[src/rtl/oflow_score_calc_pkg.sv]
// Shared types and default sizing for the optical-flow score-calculation scheduler.
package oflow_score_calc_pkg;

    localparam int DEF_MAX_OBJ  = 32;
    localparam int DEF_MAX_PREV = 64;
    localparam int DEF_CHUNK    = 8;
    localparam int DEF_OBJ_W    = $clog2(DEF_MAX_OBJ + 1);
    localparam int DEF_PREV_W   = $clog2(DEF_MAX_PREV + 1);

    typedef enum logic [2:0] {
        S_IDLE,
        S_SIM,
        S_WAIT_SIM,
        S_MIN,
        S_WAIT_MIN,
        S_ADV,
        S_FIN
    } sched_state_t;

endpackage

[src/rtl/oflow_score_calc_scheduler_if.sv]
// Controller / similarity_metric / calc_min handshake bundle around the scheduler.
interface oflow_score_calc_scheduler_if
    import oflow_score_calc_pkg::*;
#(
    parameter int OBJ_W  = DEF_OBJ_W,
    parameter int PREV_W = DEF_PREV_W,
    parameter int CHUNK  = DEF_CHUNK
);
    logic              start_frame;
    logic [OBJ_W-1:0]  num_cur_obj;
    logic [PREV_W-1:0] num_prev_obj;
    logic              busy;
    logic              start_similarity_metric;
    logic              done_similarity_metric;
    logic              start_calc_min;
    logic              done_calc_min;
    logic [OBJ_W-1:0]  cur_obj_idx;
    logic [PREV_W-1:0] prev_base_addr;
    logic [CHUNK-1:0]  valid_mask;
    logic              first_chunk;
    logic              last_chunk;
    logic              done_obj;
    logic              done_frame;

    modport master (
        input  start_frame, num_cur_obj, num_prev_obj,
               done_similarity_metric, done_calc_min,
        output busy, start_similarity_metric, start_calc_min,
               cur_obj_idx, prev_base_addr, valid_mask,
               first_chunk, last_chunk, done_obj, done_frame
    );

    modport slave (
        output start_frame, num_cur_obj, num_prev_obj,
               done_similarity_metric, done_calc_min,
        input  busy, start_similarity_metric, start_calc_min,
               cur_obj_idx, prev_base_addr, valid_mask,
               first_chunk, last_chunk, done_obj, done_frame
    );
endinterface

[src/rtl/oflow_score_calc_chunk_cnt.sv]
// Candidate-chunk base address plus first/last flags and valid mask for the active chunk.
module oflow_score_calc_chunk_cnt #(
    parameter int CHUNK  = 8,
    parameter int PREV_W = 7
) (
    input  logic              clk,
    input  logic              reset_N,
    input  logic              clr,
    input  logic              inc,
    input  logic              en,
    input  logic [PREV_W-1:0] n_prev,
    output logic [PREV_W-1:0] prev_base_addr,
    output logic              first_chunk,
    output logic              last_chunk,
    output logic [CHUNK-1:0]  valid_mask
);
    logic [PREV_W-1:0] base;
    logic [PREV_W:0]   end_addr;
    logic [PREV_W-1:0] remain;
    logic              last_raw;
    logic [CHUNK-1:0]  mask_raw;

    always_ff @(posedge clk or negedge reset_N) begin
        if (!reset_N) begin
            base <= '0;
        end else if (clr) begin
            base <= '0;
        end else if (inc) begin
            base <= base + PREV_W'(CHUNK);
        end
    end

    // Extra bit on end_addr keeps base+CHUNK from wrapping near MAX_PREV.
    assign end_addr = {1'b0, base} + (PREV_W+1)'(CHUNK);
    assign last_raw = (end_addr >= {1'b0, n_prev});
    assign remain   = n_prev - base;

    always_comb begin
        mask_raw = '0;
        for (int i = 0; i < CHUNK; i++) begin
            mask_raw[i] = !last_raw || (PREV_W'(i) < remain);
        end
    end

    // Flags and mask are only meaningful while a chunk is being scored.
    assign prev_base_addr = base;
    assign first_chunk    = en && (base == '0);
    assign last_chunk     = en && last_raw;
    assign valid_mask     = en ? mask_raw : '0;
endmodule

[src/rtl/oflow_score_calc_scheduler.sv]
// Per-frame sequencer: sweeps candidate chunks per object, pulsing similarity_metric then calc_min.
module oflow_score_calc_scheduler
    import oflow_score_calc_pkg::*;
#(
    parameter int MAX_OBJ  = DEF_MAX_OBJ,
    parameter int MAX_PREV = DEF_MAX_PREV,
    parameter int CHUNK    = DEF_CHUNK,
    parameter int OBJ_W    = $clog2(MAX_OBJ + 1),
    parameter int PREV_W   = $clog2(MAX_PREV + 1)
) (
    input  logic                          clk,
    input  logic                          reset_N,
    oflow_score_calc_scheduler_if.master  bus
);
    sched_state_t      state;
    logic [OBJ_W-1:0]  n_cur;
    logic [OBJ_W-1:0]  obj_idx;
    logic [PREV_W-1:0] n_prev;
    logic              chunk_clr;
    logic              chunk_inc;
    logic              chunk_en;
    logic              last_chunk;

    function automatic logic [OBJ_W-1:0] sat_obj(input logic [OBJ_W-1:0] n);
        return (n > OBJ_W'(MAX_OBJ)) ? OBJ_W'(MAX_OBJ) : n;
    endfunction

    function automatic logic [PREV_W-1:0] sat_prev(input logic [PREV_W-1:0] n);
        return (n > PREV_W'(MAX_PREV)) ? PREV_W'(MAX_PREV) : n;
    endfunction

    always_ff @(posedge clk or negedge reset_N) begin
        if (!reset_N) begin
            state   <= S_IDLE;
            n_cur   <= '0;
            n_prev  <= '0;
            obj_idx <= '0;
        end else begin
            case (state)
                S_IDLE: if (bus.start_frame) begin
                    n_cur   <= sat_obj(bus.num_cur_obj);
                    n_prev  <= sat_prev(bus.num_prev_obj);
                    obj_idx <= '0;
                    state   <= (bus.num_cur_obj == '0 || bus.num_prev_obj == '0) ? S_FIN : S_SIM;
                end
                S_SIM:      state <= S_WAIT_SIM;
                S_WAIT_SIM: if (bus.done_similarity_metric) state <= S_MIN;
                S_MIN:      state <= S_WAIT_MIN;
                S_WAIT_MIN: if (bus.done_calc_min) state <= last_chunk ? S_ADV : S_SIM;
                S_ADV: begin
                    if (obj_idx == n_cur - OBJ_W'(1)) begin
                        state <= S_FIN;
                    end else begin
                        obj_idx <= obj_idx + OBJ_W'(1);
                        state   <= S_SIM;
                    end
                end
                S_FIN: begin
                    obj_idx <= '0;
                    state   <= S_IDLE;
                end
                default: state <= S_IDLE;
            endcase
        end
    end

    // Base clears at ADV's closing edge, so done_obj still sees the finished chunk.
    assign chunk_clr = (state == S_IDLE && bus.start_frame) || (state == S_ADV) || (state == S_FIN);
    assign chunk_inc = (state == S_WAIT_MIN) && bus.done_calc_min && !last_chunk;
    assign chunk_en  = (state == S_SIM) || (state == S_WAIT_SIM) || (state == S_MIN) ||
                       (state == S_WAIT_MIN) || (state == S_ADV);

    oflow_score_calc_chunk_cnt #(
        .CHUNK  (CHUNK),
        .PREV_W (PREV_W)
    ) u_chunk_cnt (
        .clk            (clk),
        .reset_N        (reset_N),
        .clr            (chunk_clr),
        .inc            (chunk_inc),
        .en             (chunk_en),
        .n_prev         (n_prev),
        .prev_base_addr (bus.prev_base_addr),
        .first_chunk    (bus.first_chunk),
        .last_chunk     (last_chunk),
        .valid_mask     (bus.valid_mask)
    );

    assign bus.last_chunk              = last_chunk;
    assign bus.cur_obj_idx             = obj_idx;
    assign bus.busy                    = (state != S_IDLE);
    assign bus.start_similarity_metric = (state == S_SIM);
    assign bus.start_calc_min          = (state == S_MIN);
    assign bus.done_obj                = (state == S_ADV);
    assign bus.done_frame              = (state == S_FIN);
endmodule

[src/flat_wrapper.sv]
// flat-port wrapper written by rule: the top's interface ports become plain ports
module oflow_score_calc_scheduler_flat import oflow_score_calc_pkg::*;
#(
    parameter int MAX_OBJ  = DEF_MAX_OBJ,
    parameter int MAX_PREV = DEF_MAX_PREV,
    parameter int CHUNK    = DEF_CHUNK,
    parameter int OBJ_W    = $clog2(MAX_OBJ + 1),
    parameter int PREV_W   = $clog2(MAX_PREV + 1)
)
  (clk, reset_N, bus_start_frame, bus_num_cur_obj, bus_num_prev_obj, bus_done_similarity_metric, bus_done_calc_min, bus_busy, bus_start_similarity_metric, bus_start_calc_min, bus_cur_obj_idx, bus_prev_base_addr, bus_valid_mask, bus_first_chunk, bus_last_chunk, bus_done_obj, bus_done_frame);
  oflow_score_calc_scheduler_if #(.OBJ_W(OBJ_W), .PREV_W(PREV_W), .CHUNK(CHUNK)) bus_i ();
  input  logic clk;
  input  logic reset_N;
  input wire logic [$bits(bus_i.start_frame)-1:0] bus_start_frame;
  input wire logic [$bits(bus_i.num_cur_obj)-1:0] bus_num_cur_obj;
  input wire logic [$bits(bus_i.num_prev_obj)-1:0] bus_num_prev_obj;
  input wire logic [$bits(bus_i.done_similarity_metric)-1:0] bus_done_similarity_metric;
  input wire logic [$bits(bus_i.done_calc_min)-1:0] bus_done_calc_min;
  output wire logic [$bits(bus_i.busy)-1:0] bus_busy;
  output wire logic [$bits(bus_i.start_similarity_metric)-1:0] bus_start_similarity_metric;
  output wire logic [$bits(bus_i.start_calc_min)-1:0] bus_start_calc_min;
  output wire logic [$bits(bus_i.cur_obj_idx)-1:0] bus_cur_obj_idx;
  output wire logic [$bits(bus_i.prev_base_addr)-1:0] bus_prev_base_addr;
  output wire logic [$bits(bus_i.valid_mask)-1:0] bus_valid_mask;
  output wire logic [$bits(bus_i.first_chunk)-1:0] bus_first_chunk;
  output wire logic [$bits(bus_i.last_chunk)-1:0] bus_last_chunk;
  output wire logic [$bits(bus_i.done_obj)-1:0] bus_done_obj;
  output wire logic [$bits(bus_i.done_frame)-1:0] bus_done_frame;
  assign bus_i.start_frame = bus_start_frame;
  assign bus_i.num_cur_obj = bus_num_cur_obj;
  assign bus_i.num_prev_obj = bus_num_prev_obj;
  assign bus_i.done_similarity_metric = bus_done_similarity_metric;
  assign bus_i.done_calc_min = bus_done_calc_min;
  assign bus_busy = bus_i.busy;
  assign bus_start_similarity_metric = bus_i.start_similarity_metric;
  assign bus_start_calc_min = bus_i.start_calc_min;
  assign bus_cur_obj_idx = bus_i.cur_obj_idx;
  assign bus_prev_base_addr = bus_i.prev_base_addr;
  assign bus_valid_mask = bus_i.valid_mask;
  assign bus_first_chunk = bus_i.first_chunk;
  assign bus_last_chunk = bus_i.last_chunk;
  assign bus_done_obj = bus_i.done_obj;
  assign bus_done_frame = bus_i.done_frame;
  oflow_score_calc_scheduler #(.MAX_OBJ(MAX_OBJ), .MAX_PREV(MAX_PREV), .CHUNK(CHUNK), .OBJ_W(OBJ_W), .PREV_W(PREV_W)) u_core (.clk(clk), .reset_N(reset_N), .bus(bus_i));
endmodule
[config.mk]
export PLATFORM = sky130hd
export DESIGN_NAME = oflow_score_calc_scheduler_flat
export DESIGN_NICKNAME = d
export VERILOG_FILES = /design/src/rtl/oflow_score_calc_pkg.sv /design/src/rtl/oflow_score_calc_scheduler_if.sv /design/src/rtl/oflow_score_calc_chunk_cnt.sv /design/src/rtl/oflow_score_calc_scheduler.sv /design/src/flat_wrapper.sv
export SDC_FILE = /design/constraint.sdc
export NUM_CORES = 1
export LEC_CHECK = 0
export CAP_MARGIN = 20
export CORE_ASPECT_RATIO = 0.75
export CORE_MARGIN = 5
export CORE_UTILIZATION = 30
export DETAILED_ROUTE_END_ITERATION = 16
export PLACE_DENSITY = 0.52
export SLEW_MARGIN = 20
export SYNTH_ARGS = -nofsm -noshare
export SYNTH_HDL_FRONTEND = slang
export SYNTH_SLANG_ARGS = --single-unit
[constraint.sdc]
create_clock -name clk -period 4.3 [get_ports clk]
set_input_delay 0.86 -clock clk [delete_from_list [all_inputs] [get_ports clk]]
set_output_delay 0.86 -clock clk [all_outputs]
set_load 0.05 [all_outputs]
* Word-level counts from Yosys, hierarchy flattened
Index checks and enable logic that the tools add are counted.
** Word-level totals
- Flip-flop bits (word level) :: 29
- Logic and storage cells :: 79
** Cells by class
- Add/subtract/negate cells :: 5
- Order comparisons :: 11
- Multiplexer cells :: 15
- Eq/ne operators :: 11
- Reduce and logical (&&, ||, !) cells :: 32
** Operators by type and width (count)
- 3-bit by 7-bit < comparator with 1-bit output (first input constant) :: 4
- 7-bit two-way mux :: 3
- 3-bit two-way mux :: 6
- 6-bit two-way mux :: 3
- 3-bit case mux with 6 select lines :: 1
- 6-bit case mux with 3 select lines :: 1
- 1-bit logical OR :: 15
- 7-bit logical NOT :: 2
- 1-bit by 7-bit < comparator with 1-bit output (first input constant) :: 2
- 2-bit by 7-bit < comparator with 1-bit output (first input constant) :: 2
- 3-bit == test (second input constant) :: 3
- 7-bit by 4-bit adder with 8-bit output (second input constant) :: 1
- 8-bit by 7-bit >= comparator with 1-bit output :: 1
- 8-bit two-way mux :: 1
- 2-bit != test (second input constant) :: 4
- 7-bit by 4-bit adder with 7-bit output (second input constant) :: 1
- 7-bit > comparator (second input constant) :: 1
- 7-bit subtractor :: 1
- 6-bit by 1-bit adder with 6-bit output (second input constant) :: 1
- 3-bit by 2-bit == test with 1-bit output (second input constant) :: 2
- 6-bit == test :: 1
- 6-bit > comparator (second input constant) :: 1
- 6-bit logical NOT :: 1
- 3-bit AND reduction :: 2
- 8 further kinds :: 14

* Depth between registers and ports, before layout
- Word-level depth :: 10
- Depth in mapped cells :: 9

* By module
Synthesis repeated with hierarchy kept, for this count alone.
** Second synthesis, totals
- Cell total of the unflattened synthesis :: 230
- Area, all modules :: 1919.3 sq um
** Modules (own cells, without submodules)
- oflow_score_calc_scheduler :: times used 1, area each 1313.8 sq um, cells an instance 155, seq. area each 550.5 sq um
- oflow_score_calc_chunk_cnt :: times used 1, area each 605.6 sq um, cells an instance 75, seq. area each 100.1 sq um

* Least setup slack after synthesis
OpenSTA, ideal clock, no wires.
- Path kind :: register -> output
- From :: register u_core.u_chunk_cnt.base[3], in the netlist u_core.u_chunk_cnt.prev_base_addr[3]
- To :: output port bus_valid_mask[4]
- Required time :: 3440 ps
- Slack :: 568 ps
- Cell stages (with the launch flop) :: 9
- Arrival time :: 2872 ps
- Path through :: dfrtp_1 > inv_1 > ha_1 > nor4b_1 > o21ai_0 > nand2b_1 > a31oi_2 > nor3_1 > a31oi_1
** Between the ends
- Longest elaborated chain between the ends :: 5
- Elaborated cells on any way between the ends :: 7
- Those cells by class :: add/sub (2); order compare (2); mux (1); reduce/logical (2)
** RTL lines
- from (decl) :: RTL line oflow_score_calc_chunk_cnt.sv:17 : logic [PREV_W-1:0] base;
- from (signal assigned) :: RTL line oflow_score_calc_chunk_cnt.sv:29 : base <= base + PREV_W'(CHUNK);
- 7-bit by 4-bit adder with 8-bit output :: RTL line oflow_score_calc_chunk_cnt.sv:34 : assign end_addr = {1'b0, base} + (PREV_W+1)'(CHUNK);
- 8-bit by 7-bit >= comparator with 1-bit output :: RTL line oflow_score_calc_chunk_cnt.sv:35 : assign last_raw = (end_addr >= {1'b0, n_prev});
- 1-bit logical NOT :: RTL line oflow_score_calc_chunk_cnt.sv:41 : mask_raw[i] = !last_raw || (PREV_W'(i) < remain);
- 1-bit logical OR * :: RTL line oflow_score_calc_chunk_cnt.sv:41
- 8-bit two-way mux * :: RTL line oflow_score_calc_chunk_cnt.sv:49 : assign valid_mask = en ? mask_raw : '0;
- to (decl) :: RTL line flat_wrapper.sv:24 : output wire logic [$bits(bus_i.valid_mask)-1:0] bus_valid_mask;
Mark *: on every way between the ends. The rest lies on a longest branch, timed or not.

* Worst setup path in the final report
- From :: register u_core.u_chunk_cnt.base[3], in the netlist u_core.u_chunk_cnt.prev_base_addr[3]
- To :: output port bus_valid_mask[5]
The elaborated chain is that of the path after synthesis.

==> impl_results.md <==
* Run status: completed
* Worst-Skew Late Latency at 0.27 ns
* Initial antenna violation count at 0
* Internal power at between 0.7 and 0.8 mW
* RSZ-0062 raised after global routing: false
* Max FO, Critical Path at 8
* First-pass GRT wire length at 7960 µm
* Clock Skew at around 0.0062 ns
* Synth area leader: dfrtp_1
* Share of the synthesized area in the top cell type at 33.7%
* Critical Setup Path Class: reg -> out
* # diodes at 0
* Endpoints failing setup at 0
* Vias in the first global route at approximately 1,700
* Combinational cell fraction of total power at about two thirds
* Final wirelength at between 4000 and 5000 µm
* Setup bufs post-CTS at 0
* Clk pwr share at about 8.0%
* Max-slew violations at 0
* Peak VDD IR at roughly 0.47 mV
* Sw Share at between 50% and 60%
* Clk buf depth at 2
* Setup TNS at 0 ns
* Mapped cell area at 1930 µm²
* DR pass1 iterations at 4
* Worst setup EP type: output port
* Syn Area/Cell at about 8 µm²
* CTS Root Cell: clkbuf_8
* Pleak at between 1 and 1.5 nW
* Cts bufs inserted at 3
* Placed inst area at around 2400 µm²
* Final nets at between 300 and 400
* Share of cells above drive strength 1 at between 4 and 5%
* Chip height at 79.5 µm
* CTS resizes at 0
* Achievable Freq at approximately 0.24 GHz
* Crit path launch type: register
* GRT Resource Usage Total at 12.1%
* Top cells by area, synth: dfrtp_1 34%, ha_1 7.8%, nand2_1 6.0%
* PD cells at a little over 700 nW/µm²
* FF-to-FF Start: u_core.u_chunk_cnt.prev_base_addr[3]$_DFFE_PN0P_
* Worst Path Required at ~3.4 ns
* Largest net degree at the start of global routing at 27
* Worst rel slew slack at ~45%
* Final hold vios at 0
* Syn. warnings at 0
* Fillcell total at about 660
* Post-Place Cells at around 350
* DRC viols at 0
* Sw power at about 0.94 mW
* Worst Hold Class: reg -> reg
* Initial Utilization at 30.7%
* Sequential-to-total area share from yosys stat at between 30% and 40%
* TritonCTS clock tree: done
* Die ar. at slightly above 8000 µm²
* Most frequent cells in the layout: 40 x clkdlybuf4s50_1, 31 x nand2_1, 26 x dfrtp_1, 18 x o21ai_0, 15 x inv_1
* Post-synth top flop: dfrtp_1
* DRT iter0 DRCs at 66
* Synthesized flop and latch total at 26
* Hold wc startpoint: u_core.n_prev[4]$_DFFE_PN0P_
* GPL Wtd Cong at 0.771
* IO Port Bufs at 42
* Hold-fix buffers, CTS at 0
* H-tree Lvls at 1
* Period utilization at 95.1%
* Max_cap viols at 0
* Core Region at around 6300 µm²
* WP data arrival at ~3.2 ns
* Area growth syn-to-layout at 27.1%
* Via density per instance at between 4 and 5
* Slew @ Worst Pin at 0.826 ns
* Routed Antenna Nets at 0
* Sequential cell fraction of total power at about a quarter
* FP Rows at 25
* Die Span X at 103 µm
* Clock Sinks at 26
* Min Tclk post-route at about 4.1 ns
* Async SR Flop Fraction at 100%
* Post-synthesis cell count at around 240
* Routed vias at approximately 1,700
* Netlist cell types at 43
* Setup crit start: u_core.u_chunk_cnt.prev_base_addr[3]$_DFFE_PN0P_
* Routed len/inst at approximately 13 µm
* Final std cells w/o fill at about 350
* Commonest non-fill, non-tap cell in the layout: clkdlybuf4s50_1
* Fin area at about 2500 µm²
* GRT overflow at 0
* Worst-path clk slew at about 0.080 ns
* DP Wirelength at between 3000 and 4000 µm
* Number of synthesized flops with an enable pin at 0
* Ports at 46
## cell usage after synthesis, drive strengths merged, types with 8 or more instances
master	count
a21oi	12
a31oi	8
dfrtp	26
ha	12
inv	15
nand2	31
nand2b	15
nand3	9
nor2	12
nor3	10
o21ai	18
xor2	9
## cell families (layout without fill, tap and decap cells)
logic type	count (synthesis)	after routing	share of synthesized area, %
muxes	4	4	2.20
other	2	5	0.389
and+or+nand+nor	98	98	25.8
xor gates and xnor gates	13	13	5.89
AOI/OAI and AO/OA	54	54	18.1
adders and majority gates	12	12	7.77
DFF	26	26	33.7
buffers and inverters	26	61	6.15
## worst max-delay path, cell delays in order, from the launching register on
cell	delay, ns
dfrtp_1	0.47
inv_1	0.09
ha_1	0.35
nor4b_1	0.29
o21ai_0	0.13
nand2b_1	0.10
a31oi_2	0.19
nor3_1	0.45
a31oi_1	0.15
clkdlybuf4s50_1	0.74
## power groups by stage
stage / logic, mW / clock network [mW] / registers (mW)
finish: 1.17 / 0.138 / 0.425
global route: 1.26 / 0.155 / 0.441
CTS: 1.18 / 0.145 / 0.425
detailed placement: 1.17 / 0 / 0.431
global placement: 1.17 / 0 / 0.430
floorplan: 0.861 / 0 / 0.415
## layer usage
metal,vias to the layer above,GRT usage (%),wire (µm)
li1,893,-,-
met1,762,17.9,2520
met2,38,18.2,1820
met3,2,2.88,262
met4,0,1.57,19
met5,-,0,0
## worst paths after layout
path | endpoint | cells past startpoint | slack (ns)
setup / recovery | bus_valid_mask[5] | 9 | 0.21
hold / removal | u_core.n_prev[4]$_DFFE_PN0P_ | 2 | 0.53
setup reg to reg | u_core.u_chunk_cnt.prev_base_addr[3]$_DFFE_PN0P_ | 8 | 1.93
hold reg to reg | u_core.n_prev[4]$_DFFE_PN0P_ | 2 | 0.53
max in group asynchronous | u_core.n_cur[5]$_DFFE_PN0P_ | 2 | 3.08
min in group asynchronous | u_core.u_chunk_cnt.prev_base_addr[6]$_DFFE_PN0P_ | 2 | 0.96
## sequential cells by signal, summed over array words and instances (netlist names)
signal	flops
u_core.n_prev	7
u_core.n_cur	6
u_core.state	3
u_core.bus.cur_obj_idx	6
u_core.u_chunk_cnt.prev_base_addr	4
## through the flow
step,util (%),power [mW],hold WS (ns),worst slack (ns)
CTS,39.0,1.75,0.537,0.177
global route,39.1,1.86,0.561,0.00320
global placement,38.3,1.60,0.505,0.543
detailed placement,38.3,1.60,0.516,0.472
floorplan,-,1.28,0.472,0.568
finish,39.1,1.73,0.531,0.209
## layout make-up
type	instances	area (µm²)	share of cell area, %
Multi-Input combinational cell	186	1170	47.8
Sequential cell	26	651	26.5
Timing Repair Buffer	43	433	17.6
Tap cell	81	101	4.13
Inverter	15	56.3	2.29
Clock buffer	3	41.3	1.68
No activity file was read; power rests on OpenSTA's default activity.
